File: src/rtl/noekeon_seq.sv
`default_nettype none
// ============================================================================
// Module   : noekeon_seq
// Purpose  : Iterative Noekeon (direct-key, 128/128, 16 rounds), one round per
//            clock, valid/ready on both sides. NOEKEON_SEQ_ABORT_EN adds abort.
// Revision : 1.0
// ============================================================================
module noekeon_seq #(
    parameter int KEY_SIZE   = 128,
    parameter int BLOCK_SIZE = 128,
    parameter int NROUND     = 16
) (
    input  logic                  clk,
    input  logic                  rst,
    input  logic                  in_valid,
    output logic                  in_ready,
    input  logic                  mode,
    input  logic [BLOCK_SIZE-1:0] plaintext,
    input  logic [KEY_SIZE-1:0]   key,
    output logic                  out_valid,
    input  logic                  out_ready,
    output logic [BLOCK_SIZE-1:0] ciphertext,
    output logic                  busy
`ifdef NOEKEON_SEQ_ABORT_EN
    ,
    input  logic                  abort
`endif
);

    localparam int CNT_W = $clog2(NROUND + 1);
    localparam logic [CNT_W-1:0] c_last_round = CNT_W'(NROUND - 1);

    typedef enum logic [2:0] {
        S_IDLE    = 3'd0,
        S_KEYPREP = 3'd1,
        S_ROUND   = 3'd2,
        S_FINAL   = 3'd3,
        S_DONE    = 3'd4
    } state_t;

    state_t                r_state;
    state_t                w_next_state;
    logic [127:0]          r_a;
    logic [127:0]          r_k;
    logic [127:0]          r_ct;
    logic [7:0]            r_rc;
    logic [CNT_W-1:0]      r_cnt;
    logic                  r_mode;
    logic                  w_abort;
    logic [127:0]          w_round;
    logic [127:0]          w_final;

`ifdef NOEKEON_SEQ_ABORT_EN
    assign w_abort = abort;
`else
    assign w_abort = 1'b0;
`endif

    // Internal word i lives at bits [32i+31:32i]; the port order is word-reversed.
    function automatic logic [127:0] swap_words(input logic [127:0] x);
        return {x[31:0], x[63:32], x[95:64], x[127:96]};
    endfunction

    function automatic logic [31:0] mix(input logic [31:0] t);
        return t ^ {t[7:0], t[31:8]} ^ {t[23:0], t[31:24]};
    endfunction

    function automatic logic [127:0] theta(input logic [127:0] k, input logic [127:0] a);
        logic [31:0] a0, a1, a2, a3, t;
        {a3, a2, a1, a0} = a;
        t  = mix(a0 ^ a2);
        a1 = a1 ^ t;
        a3 = a3 ^ t;
        a0 = a0 ^ k[31:0];
        a1 = a1 ^ k[63:32];
        a2 = a2 ^ k[95:64];
        a3 = a3 ^ k[127:96];
        t  = mix(a1 ^ a3);
        a0 = a0 ^ t;
        a2 = a2 ^ t;
        return {a3, a2, a1, a0};
    endfunction

    function automatic logic [127:0] gamma(input logic [127:0] a);
        logic [31:0] a0, a1, a2, a3, t;
        {a3, a2, a1, a0} = a;
        a1 = a1 ^ (~a3 & ~a2);
        a0 = a0 ^ (a2 & a1);
        t  = a3;
        a3 = a0;
        a0 = t;
        a2 = a2 ^ a0 ^ a1 ^ a3;
        a1 = a1 ^ (~a3 & ~a2);
        a0 = a0 ^ (a2 & a1);
        return {a3, a2, a1, a0};
    endfunction

    function automatic logic [127:0] pi1(input logic [127:0] a);
        return {a[125:96], a[127:126], a[90:64], a[95:91], a[62:32], a[63], a[31:0]};
    endfunction

    function automatic logic [127:0] pi2(input logic [127:0] a);
        return {a[97:96], a[127:98], a[68:64], a[95:69], a[32], a[63:33], a[31:0]};
    endfunction

    function automatic logic [127:0] noekeon_round(input logic [127:0] k, input logic [127:0] a,
                                                   input logic [7:0] rc1, input logic [7:0] rc2);
        logic [127:0] s;
        s = theta(k, a ^ {120'd0, rc1});
        s = s ^ {120'd0, rc2};
        return pi2(gamma(pi1(s)));
    endfunction

    function automatic logic [7:0] rc_fwd(input logic [7:0] rc);
        return {rc[6:0], 1'b0} ^ (rc[7] ? 8'h1B : 8'h00);
    endfunction

    function automatic logic [7:0] rc_bwd(input logic [7:0] rc);
        return rc[0] ? (((rc ^ 8'h1B) >> 1) | 8'h80) : (rc >> 1);
    endfunction

    assign w_round = r_mode ? noekeon_round(r_k, r_a, 8'h00, r_rc)
                            : noekeon_round(r_k, r_a, r_rc, 8'h00);
    assign w_final = r_mode ? (theta(r_k, r_a) ^ {120'd0, r_rc})
                            : theta(r_k, r_a ^ {120'd0, r_rc});

    always_ff @(posedge clk or posedge rst) begin
        if (rst) begin
            r_state <= S_IDLE;
        end else begin
            r_state <= w_next_state;
        end
    end

    always_comb begin
        w_next_state = r_state;
        case (r_state)
            S_IDLE:    if (in_valid) w_next_state = mode ? S_KEYPREP : S_ROUND;
            S_KEYPREP: w_next_state = S_ROUND;
            S_ROUND:   if (r_cnt == c_last_round) w_next_state = S_FINAL;
            S_FINAL:   w_next_state = S_DONE;
            S_DONE:    if (out_ready) w_next_state = S_IDLE;
            default:   w_next_state = S_IDLE;
        endcase
        // Abort outranks every other transition, including out_ready in DONE.
        if (w_abort && (r_state != S_IDLE)) w_next_state = S_IDLE;
    end

    always_ff @(posedge clk or posedge rst) begin
        if (rst) begin
            r_a    <= '0;
            r_k    <= '0;
            r_ct   <= '0;
            r_rc   <= 8'h80;
            r_cnt  <= '0;
            r_mode <= 1'b0;
        end else if (w_abort && (r_state != S_IDLE)) begin
            r_rc  <= 8'h80;
            r_cnt <= '0;
        end else begin
            case (r_state)
                S_IDLE: begin
                    if (in_valid) begin
                        r_mode <= mode;
                        r_a    <= swap_words(plaintext);
                        r_k    <= swap_words(key);
                        r_rc   <= mode ? 8'hD4 : 8'h80;
                        r_cnt  <= '0;
                    end
                end
                S_KEYPREP: r_k <= theta(128'd0, r_k);
                S_ROUND: begin
                    r_a   <= w_round;
                    r_rc  <= r_mode ? rc_bwd(r_rc) : rc_fwd(r_rc);
                    r_cnt <= r_cnt + CNT_W'(1);
                end
                S_FINAL: begin
                    r_a  <= w_final;
                    r_ct <= swap_words(w_final);
                end
                default: ;
            endcase
        end
    end

    assign in_ready   = (r_state == S_IDLE);
    assign busy       = (r_state != S_IDLE);
    assign out_valid  = (r_state == S_DONE);
    assign ciphertext = r_ct;

endmodule
`default_nettype wire

File: config.mk
export PLATFORM = sky130hd
export DESIGN_NAME = noekeon_seq
export DESIGN_NICKNAME = d
export VERILOG_FILES = /design/src/rtl/noekeon_seq.sv
export SDC_FILE = /design/constraint.sdc
export NUM_CORES = 2
export LEC_CHECK = 0
export BUFFER_PORTS_ARGS = -buffer_cell sky130_fd_sc_hd__buf_4
export CAP_MARGIN = 20
export CORE_MARGIN = 2
export CORE_UTILIZATION = 40
export CTS_CLUSTER_SIZE = 14
export DETAILED_ROUTE_END_ITERATION = 8
export PLACE_DENSITY = 0.56
export SYNTH_ARGS = -nofsm -noshare
export SYNTH_HDL_FRONTEND = slang
export SYNTH_SLANG_ARGS = --single-unit
File: constraint.sdc
create_clock -name clk -period 15.5 [get_ports clk]
set_input_delay 0.775 -clock clk [delete_from_list [all_inputs] [get_ports clk]]
set_output_delay 0.775 -clock clk [all_outputs]
set_load 0.03 [all_outputs]
==> metrics.md <==
| Metric | Value |
|---|---|
| Status | `complete, no violations` |
| Cell at the root of the clock tree | `sky130_fd_sc_hd__clkbuf_16` |
| Top cell type by total area after synthesis | `sky130_fd_sc_hd__dfrtp_1` |
| Filler cells | `8181` |
| Clock network latency to the later pin of the worst-skew pair | `0.64 ns` |
| Adder and majority cell fraction of the synthesized area | `2.44%` |
| Most frequently used flop master after synthesis | `sky130_fd_sc_hd__dfrtp_1` |
| Number of cell rows | `106` |
| Synthesis Warnings | `0` |
| Global-route wire length before repair | `208 mm` |
| R2R Path Start | `r_k[59]` |
| Endpoint kind of the worst setup timing path | `flop` |
| Initial core utilization | `40.4%` |
| H-tree depth | `2` |
| Wire length after detailed routing | `149 mm` |
| Post-synthesis net count | `4059` |
| Full die area | `86900 um2` |
| Clk_skew | `0.0341 ns` |
| Classification of the worst setup path | `flop to flop` |
| Unique masters post-synth | `78` |
| Final hold violations | `0` |
| Cell types with the largest area share after synthesis | `sky130_fd_sc_hd__dfrtp_1, sky130_fd_sc_hd__xnor2_1, sky130_fd_sc_hd__xor2_1` |
| Number of antenna violations at the first check in global routing | `5` |
| Clock-pin slew reported for the worst setup and hold paths after clock tree synthesis | `0.06 ns` |
| Combinational family with the most area after synthesis | `XOR/XNOR gates` |
| Capturing point of the worst reg2reg path | `r_a[91]` |
| Fraction of synthesized cell area in xor and xnor cells | `31.6%` |
| Final setup TNS | `0 ns` |
| Post-CTS resize count | `0` |
| Share of layout cells above drive strength 1 | `16.9%` |
| Global Route Usage Sum | `33.7%` |
| Synth-to-layout area growth | `18.1%` |
| Worst reg-to-reg setup slack | `10.40 ns` |
| Per-cell routed wire length | `28.5 um` |
| Proportion of synthesized chip area in sequential cells | `29.7%` |
| Vert. Die Dim | `295 um` |
| Clock buffer depth | `3` |
| Maximum number of pins on one net before global-route repair | `152` |
| DPL Wire Length | `115 mm` |
| FMAX | `196 MHz` |
| Gr ovfl total | `0` |
| Number of flops mapped to enable cells by yosys | `0` |
| Area share of the largest cell type after synthesis | `29.6%` |
| Number of buffers inserted during clock tree synthesis | `52` |
| Hold_buf cts | `0` |
| Crit. Startpoint | `r_k[59]` |
| Normalized max-slew margin | `20.4%` |
| Via density per instance | `5.81` |
| Netlist Area Pre-Place | `33800 um2` |
| Kind of start point of the critical path | `flop` |
| Weighted congestion at the end of routability-driven global placement | `0.996` |
| Number of endpoints failing setup at the final stage | `0` |
| Die width | `295 um` |
| Transition at the pin with the smallest max-transition slack | `1.19 ns` |
| Count of unresolved DRC violations after routing | `0` |
| Simple logic cell fraction of the synthesized area | `13.4%` |
| Min-delay worst type | `input pin to asynchronous set/reset pin` |
| Syn avg cell area | `9.07 um2` |
| RSZ-0062 raised after global routing | `false` |
| Post-CTS Repair Setup Buffers | `0` |
| CP Data Arrival Time | `5.56 ns` |
| Worst Path Max Fanout | `6` |
| Cell depth of the worst flop-to-flop path | `13` |
| Final slew viol count | `0` |
| Post-route ant nets | `0` |
| Share of flip-flops with an asynchronous set or reset | `100%` |
| Count of input and output buffers | `391` |
| #FFs+latches synth | `401` |
| Count of clock tree sinks | `401` |
| Area of the core region | `83700 um2` |
| DRC violation total after the first TritonRoute iteration | `3028` |
| CP Data Required Time | `15.96 ns` |
| Vias in the first global route | `29040` |
| # Max-Cap Violations | `0` |
| I/O pin total | `392` |
| Number of vias after detailed routing | `30383` |
| Count of TritonRoute iterations in the first routing pass | `5` |
| Instance count of the mapped netlist | `3732` |
| Min Tclk post-route | `5.10 ns` |
| Share of the cycle needed by the critical path after routing | `32.9%` |
| Clock tree from TritonCTS | `yes` |
| Post-synthesis mux area share | `1.39%` |
| Capturing element of the worst setup path | `r_a[91]` |
| Synth Area in Compound Gates | `18.4%` |
| Post-layout net count | `4376` |
==> cell type report <==
class / instances / area [um2] / area share (%)
antenna: 2 / 5.00 / 0.0125
clock buffer: 71 / 1490 / 3.72
clock inverter: 25 / 447 / 1.12
inverter: 98 / 375 / 0.939
multi-input combinational: 3051 / 22800 / 57.1
sequential: 401 / 10000 / 25.1
tap: 1134 / 1420 / 3.55
timing repair buffer: 445 / 3370 / 8.42
==> state kept, by name (all words and copies together) (netlist names) <==
name,flops
r_state,3
r_k,128
r_a,128
r_mode,1
r_cnt,5
r_rc,8
ciphertext,128
==> synth_stat cells, drive strengths merged, types with 26 or more instances <==
cell	n
xnor3	93
nor3	55
inv	98
a31oi	35
nand3	51
nor2b	36
o21ai	247
a211oi	48
buf	26
clkbuf	156
ha	66
o21a	36
xor2	247
nor2	315
a221o	81
xnor2	613
a21oi	208
dfrtp	400
o211ai	54
nand2b	26
nand2	444
mux2i	37
==> placed cells by master (no fill, tap or decap), types with 14 or more instances in the layout <==
| cell type | n |
|---|---|
| sky130_fd_sc_hd__nand4_1 | 20 |
| sky130_fd_sc_hd__o31a_1 | 22 |
| sky130_fd_sc_hd__nor4_1 | 14 |
| sky130_fd_sc_hd__dfrtp_1 | 398 |
| sky130_fd_sc_hd__o31ai_1 | 17 |
| sky130_fd_sc_hd__a221o_1 | 81 |
| sky130_fd_sc_hd__xor2_1 | 228 |
| sky130_fd_sc_hd__a21o_1 | 20 |
| sky130_fd_sc_hd__xnor2_1 | 552 |
| sky130_fd_sc_hd__nand3_1 | 51 |
| sky130_fd_sc_hd__a31o_2 | 18 |
| sky130_fd_sc_hd__or3_1 | 15 |
| sky130_fd_sc_hd__buf_4 | 443 |
| sky130_fd_sc_hd__o21ai_0 | 235 |
| sky130_fd_sc_hd__a221oi_1 | 24 |
| sky130_fd_sc_hd__ha_1 | 66 |
| sky130_fd_sc_hd__a21oi_1 | 208 |
| sky130_fd_sc_hd__nor2b_1 | 33 |
| sky130_fd_sc_hd__xor2_2 | 17 |
| sky130_fd_sc_hd__and3_1 | 15 |
| sky130_fd_sc_hd__a211oi_1 | 48 |
| sky130_fd_sc_hd__o22ai_1 | 24 |
| sky130_fd_sc_hd__nand2b_1 | 25 |
| sky130_fd_sc_hd__xnor3_1 | 81 |
| sky130_fd_sc_hd__and2_1 | 14 |
| sky130_fd_sc_hd__a31oi_1 | 35 |
| sky130_fd_sc_hd__mux2i_1 | 37 |
| sky130_fd_sc_hd__o21a_1 | 36 |
| sky130_fd_sc_hd__inv_1 | 86 |
| sky130_fd_sc_hd__nand2_1 | 442 |
| sky130_fd_sc_hd__o211ai_1 | 54 |
| sky130_fd_sc_hd__xnor2_2 | 53 |
| sky130_fd_sc_hd__nor3_1 | 54 |
| sky130_fd_sc_hd__nor2_1 | 309 |
| sky130_fd_sc_hd__clkbuf_16 | 54 |
==> cell families after synthesis <==
group                      Yosys count
buffers and inverters              280
xor gates and xnor gates           967
AOI/OAI and AO/OA                  934
muxes                               46
DFF                                401
adders and majority gates           66
and+or+nand+nor                   1038
==> worst min path at each step <==
stage / end
6_report: ciphertext[50]
5_1_grt: ciphertext[50]
4_1_cts: ciphertext[50]
3_5_place_dp: ciphertext[9]
3_3_place_gp: ciphertext[22]
2_1_floorplan: r_cnt[2]
==> metrics by stage <==
stage	hold slack (ns)	setup slack (ns)	instance area (um2)	instances	util [%]
5_1_grt	0.289	10.23	40000	5225	47.7
6_report	0.238	10.40	40000	5227	47.7
2_1_floorplan	0.465	3.57	33800	3732	-
3_5_place_dp	0.465	10.58	38000	5127	45.4
4_1_cts	0.286	10.51	39900	5223	47.7
3_3_place_gp	0.463	10.62	38000	5127	45.4
==> critical path, stage by stage, from the launching register on <==
cell                       delay [ns]
sky130_fd_sc_hd__dfrtp_1         0.45
sky130_fd_sc_hd__xor2_2          0.23
sky130_fd_sc_hd__xnor2_1         0.43
sky130_fd_sc_hd__xnor3_1         0.55
sky130_fd_sc_hd__xor2_2          0.61
sky130_fd_sc_hd__inv_1           0.27
sky130_fd_sc_hd__ha_1            0.28
sky130_fd_sc_hd__xor2_1          0.24
sky130_fd_sc_hd__xor2_1          0.35
sky130_fd_sc_hd__a21boi_0        0.15
sky130_fd_sc_hd__nor3_1          0.25
sky130_fd_sc_hd__nor3_1          0.08
sky130_fd_sc_hd__o31ai_1         0.89
sky130_fd_sc_hd__nand2_1         0.13
==> per-layer routing <==
metal / up-vias / track usage, % / share of wire, %
li1: 13699 / - / -
met1: 14972 / 40.9 / 38
met2: 1377 / 54.5 / 46
met3: 333 / 5.32 / 7.5
met4: 2 / 24.0 / 8.2
met5: - / 0 / 0.0087
Power is not shown: default switching activity piles up to over one toggle a cycle in this logic, so the estimate is an artifact.
